File: config.mk
export PLATFORM = sky130hd
export DESIGN_NAME = argmax_6_16
export DESIGN_NICKNAME = d
export VERILOG_FILES = /design/src/rtl/argmax_pkg.sv /design/src/rtl/argmax_hold.sv /design/src/rtl/argmax_6_16.sv
export SDC_FILE = /design/constraint.sdc
export NUM_CORES = 1
export LEC_CHECK = 0
export ABC_AREA = 1
export BUFFER_PORTS_ARGS = -buffer_cell sky130_fd_sc_hd__buf_2
export CAP_MARGIN = 20
export CORE_MARGIN = 2
export CORE_UTILIZATION = 35
export DETAILED_ROUTE_END_ITERATION = 10
export MAX_ROUTING_LAYER = met4
export SKIP_LAST_GASP = 1
export SLEW_MARGIN = 20
export SYNTH_ARGS = -nofsm -noshare
export SYNTH_HDL_FRONTEND = slang
export SYNTH_SLANG_ARGS = --single-unit
File: constraint.sdc
create_clock -name clk -period 3.4 [get_ports clk]
set_clock_uncertainty 0.05 [all_clocks]
set_input_delay 0.34 -clock clk [delete_from_list [all_inputs] [get_ports clk]]
set_output_delay 0.34 -clock clk [all_outputs]
set_load 0.005 [all_outputs]
File: src/rtl/argmax_pkg.sv
// argmax_pkg
//   Shared parameters and types for the argmax_6_16 streaming argmax stage.
//   M  : elements per vector
//   T  : element width (signed two's complement)
//   IW : index width, wide enough for 0..M-1
package argmax_pkg;
   localparam int M  = 6;
   localparam int T  = 16;
   localparam int IW = $clog2(M);

   typedef logic signed [T-1:0] elem_t;
   typedef logic [IW-1:0]       idx_t;
endpackage : argmax_pkg

File: src/rtl/argmax_hold.sv
// argmax_hold
//   Output holding register for the argmax stage. It captures the winner of a
//   completed vector, keeps it stable until the downstream drains it, and
//   produces the ingress stall term.
//   Optional feature macro: ARGMAX_EMIT_MAX_EN (adds the held maximum value).
//
// Ports
//   clk, reset : clock, asynchronous active-high reset
//   load       : final element of a vector is being accepted this cycle
//   last       : element counter points at the final element of a vector
//   m_ready    : downstream accepts the held result
//   win_idx    : winning index to capture on load
//   win_val    : winning value to capture on load (ARGMAX_EMIT_MAX_EN only)
//   s_ready    : upstream element may be accepted
//   m_valid    : held result is valid
//   idx_out    : held winning index
//   max_out    : held winning value (ARGMAX_EMIT_MAX_EN only)
//
// Handshake: a transfer happens on a rising edge where valid && ready are both
// high; valid never depends combinationally on ready, and ready here depends
// only on registered state and m_ready.
module argmax_hold
   import argmax_pkg::*;
(
   input  logic  clk,
   input  logic  reset,
   input  logic  load,
   input  logic  last,
   input  logic  m_ready,
   input  idx_t  win_idx,
`ifdef ARGMAX_EMIT_MAX_EN
   input  elem_t win_val,
   output elem_t max_out,
`endif
   output logic  s_ready,
   output logic  m_valid,
   output idx_t  idx_out
);

   logic out_full;

   // Only the final element of a vector has to wait for an undrained result;
   // earlier elements only touch the running compare registers.
   assign s_ready = !(last && out_full && !m_ready);
   assign m_valid = out_full;

   always_ff @(posedge clk or posedge reset) begin
      if (reset) begin
         out_full <= 1'b0;
         idx_out  <= '0;
`ifdef ARGMAX_EMIT_MAX_EN
         max_out  <= '0;
`endif
      end else begin
         // A load in the same cycle as a drain keeps the flag set and simply
         // replaces the result, so back-to-back vectors see no bubble.
         if (load) begin
            out_full <= 1'b1;
            idx_out  <= win_idx;
`ifdef ARGMAX_EMIT_MAX_EN
            max_out  <= win_val;
`endif
         end else if (out_full && m_ready) begin
            out_full <= 1'b0;
         end
      end
   end

endmodule : argmax_hold

File: src/rtl/argmax_6_16.sv
// argmax_6_16
//   Streaming argmax over vectors of M signed T-bit elements. Each vector of
//   M consecutive accepted elements yields one result: the index of the
//   largest element (earliest index wins ties), plus optionally its value.
//   Optional feature macro: ARGMAX_EMIT_MAX_EN (adds the max_out port).
//
// Ports
//   clk, reset : clock, asynchronous active-high reset
//   s_valid    : upstream element valid
//   s_ready    : this block accepts an element
//   data_in    : signed element
//   m_valid    : result valid
//   m_ready    : downstream accepts result
//   idx_out    : index of the maximum element
//   max_out    : maximum value (ARGMAX_EMIT_MAX_EN only)
//
// Handshake: a transfer happens on a rising edge where valid && ready are both
// high; valid never depends combinationally on ready, and ready here depends
// only on registered state and m_ready.
module argmax_6_16
   import argmax_pkg::*;
(
   input  logic  clk,
   input  logic  reset,
   input  logic  s_valid,
   output logic  s_ready,
   input  elem_t data_in,
   output logic  m_valid,
   input  logic  m_ready,
`ifdef ARGMAX_EMIT_MAX_EN
   output elem_t max_out,
`endif
   output idx_t  idx_out
);

   idx_t  cnt;
   elem_t best_val;
   idx_t  best_idx;
   elem_t cand_val;
   idx_t  cand_idx;
   logic  last;
   logic  accept;

   assign last   = (cnt == IW'(M - 1));
   assign accept = s_valid && s_ready;

   // Candidate winner including the element on data_in. Element 0 seeds the
   // compare so no artificial baseline biases all-negative vectors.
   always_comb begin
      cand_val = best_val;
      cand_idx = best_idx;
      if (cnt == '0) begin
         cand_val = data_in;
         cand_idx = '0;
      end else if (data_in > best_val) begin
         cand_val = data_in;
         cand_idx = cnt;
      end
   end

   always_ff @(posedge clk or posedge reset) begin
      if (reset) begin
         cnt      <= '0;
         best_val <= '0;
         best_idx <= '0;
      end else if (accept) begin
         best_val <= cand_val;
         best_idx <= cand_idx;
         cnt      <= last ? '0 : cnt + 1'b1;
      end
   end

   argmax_hold u_hold (
      .clk     (clk),
      .reset   (reset),
      .load    (accept && last),
      .last    (last),
      .m_ready (m_ready),
      .win_idx (cand_idx),
`ifdef ARGMAX_EMIT_MAX_EN
      .win_val (cand_val),
      .max_out (max_out),
`endif
      .s_ready (s_ready),
      .m_valid (m_valid),
      .idx_out (idx_out)
   );

endmodule : argmax_6_16

==> reports/qor.yml <==
seq_area_frac_synth_pct: 39.9
cts_buffer_depth: 2
place_ws_ps: 1360
startpoint_type: "flop"
pwr-share-comb_pct: 50.2
final_nets: 268
p_seq_share_pct: 37.6
vias_per_cell: 4.61
routedWlPerCell_um: 10.8
intPower_mw: 0.803
cts_htree_levels: 1
antenna_found_initial: 0
n_antenna_cell: 0
synth_seq_cells: 26
grt.met1_usage_pct: 18.4
gp_congestion: 0.709
met2_usage_pct: 21.3
tightestPinTransition_ps: 547
max_freq_mhz: 517
max_stage_delay_ps: 350
overflow: 0
yosys_warnings: 0
fillers: 454
core_area_um2: 4410
grt_pass1_vias: 1250
grt_max_degree: 27
die_h_um: 72.3
status: "complete, no violations"
dr.pass1.iters: 4
critPathMaxFanout: 19
rrSetupSlack_ps: 1470
rr_endpoint: "best_val[11]"
path_clk_slew_ps: 90
synth.net_count: 243
ff2ff_path_depth: 16
synth_top_area_cell: "dfrtp_1"
io_buffers: 24
dieArea_um2: 5220
fin_crit_ps: 1930
rows: 24
rsz0062_at_grt: "false"
place_area_um2: 1780
finalSetupTns_ps: 0
syn_area_per_cell_um2: 7.88
hold_viol_final: 0
hp-class: "input port to asynchronous set/reset pin"
endpoint_kind: "flop"
grt_busiest_layer: "met2"
gr-usage-met3_pct: 3.47
peakVddDrop_mv: 0.369
slew_headroom_pct: 63.5
clock_sinks: 26
syn_to_final_growth_pct: 11.6
cts-root-buf: "clkbuf_8"
timing.rr.start: "best_val[3]"
grt_pass1_wl_um: 5530
dp_hpwl_um: 2340
final_max_slew_viol_count: 0
stdcell_area_um2: 1820
path_cells: "inv_1 > ha_1 > nand2_1 > inv_1 > nand2_1 > nand2_1 > nand2_1 > nand2_1 > nand2_1 > nand2_1 > nand2_2 > nand3_4 > nand2_8 > nand2_8 > nand2_1 > nand2_1"
cts_resized: 0
ios: 25
grt.total_usage_pct: 13.7
initial_utilization_pct: 36.9
drive_gt1_share_pct: 18.7
post-route-drc-count: 0
maxCapViolCount: 0
cts_tree: "done"
numCtsBuffers: 3
endpoint: "best_val[11]"
yosysTopAreaCellShare_pct: 39.9
netlist_instances: 207
total_leakage_power_nw: 1.06
crit_required_ps: 3510
arrival_ps: 2050
fp.dieW_um: 72.3
wirelength_um: 3050
path_class: "flop to flop"
setup_violations: 0
clock_power_share_pct: 12.1
drt_iter0_drc: 70
critPathMostFrequentCell: "nand2_1"
fin_crit_sh_pct: 56.9
vias: 1301
postRouteAntennaNets: 0
hold_buffers: 0
startpoint: "best_val[3]"
worst_slack_ps: 1470
switchingPower_mw: 0.617
post_cts_buffers: 0
critPathSlowestCell: "dfrtp_1"
clk_latency_ps: 270
power_density_nw_per_um2: 780
synth_area_leaders: "dfrtp_1 (40%), nand2_1 (16%), ha_1 (12%)"
syn_area_um2: 1630
synth.distinct_cells: 23
sw_frac_of_total_pct: 43.4
==> cell families after synthesis <==
kind of cell / count (synthesis) / share of synthesized area [%]
and+or+nand+nor: 117 / 33.7
buffers and inverters: 39 / 10.5
DFF: 26 / 39.9
adders and majority gates: 16 / 12.3
AOI/OAI and AO/OA: 9 / 3.61
==> cells in the final DEF, fill, tap and decap left out, drive strengths merged <==
cell type	count
clkbuf	3
nand2	76
o21ai	1
buf	24
ha	16
dfrtp	26
nand4	1
nor3	3
nor2	10
nand3	27
a21oi	4
o21a	1
a21o	1
o21bai	2
inv	35
==> routing by layer <==
layer  up-vias  routed length, µm
li1        692                  -
met1       584               1510
met2        20               1390
met3         5                121
met4         0                 22
met5         -                  0
==> power groups by stage <==
stage / Combinational (mW) / Clock, mW / Sequential, mW
floorplan: 0.593 / 0 / 0.524
global route: 0.852 / 0.195 / 0.554
detailed placement: 0.726 / 0 / 0.540
finish: 0.713 / 0.172 / 0.534
CTS: 0.729 / 0.180 / 0.536
global placement: 0.712 / 0 / 0.539
==> cell usage after synthesis <==
master and count:
buf_6 2, nand3_2 1, nand2_1 70, dfrtp_1 26, buf_4 2, o21ai_1 1, inv_2 3, nor2_1 10
inv_1 31, a21oi_1 3, o21a_1 1, nor3_1 1, nor3_2 2, nand2_8 2, nand3_1 25, nand4_1 1
o21bai_1 2, a21oi_2 1, inv_4 1, a21o_1 1, nand3_4 1, nand2_2 4, ha_1 16
==> through the flow <==
step | power, mW | instances | util (%) | hold slack, ps
floorplan | 1.12 | 207 | - | 330
global placement | 1.25 | 279 | 40.3 | 406
detailed placement | 1.27 | 279 | 40.3 | 410
CTS | 1.44 | 282 | 41.2 | 262
global route | 1.60 | 282 | 41.2 | 111
finish | 1.42 | 282 | 41.2 | 53.6
==> worst min path at each step <==
| stage | end | slack [ps] | start | cells after the start |
|---|---|---|---|---|
| after floorplan | best_idx[0] | 330 | reset | 1 |
| final | best_val[10] | 50 | reset | 2 |
| after global placement | best_val[7] | 410 | best_val[7] | 2 |
| after CTS | best_val[4] | 260 | data_in[4] | 3 |
| after detailed placement | best_val[7] | 410 | best_val[7] | 2 |
| after global routing | best_val[9] | 110 | reset | 2 |
==> cell type report <==
class	count	area, µm²	share of cell area, %
clock buffer	3	41.3	2.27
inverter	35	134	7.36
multi-input combinational	142	808	44.4
sequential	26	651	35.8
tap	52	65.1	3.58
timing repair buffer	24	120	6.60
==> critical path, delay by kind of cell (launching register included) <==
kind	cells	cell delay [ps]
and+or+nand+nor	13	1030
DFF	1	350
adders and majority gates	1	290
buffers and inverters	2	80
==> flip-flops by register name, indices dropped and copies added, names as in the netlist <==
register	flops
best_val	16
best_idx	3
cnt	3
u_hold.idx_out	3
u_hold.m_valid	1
Note: power is estimated with default switching activity, not from simulation.
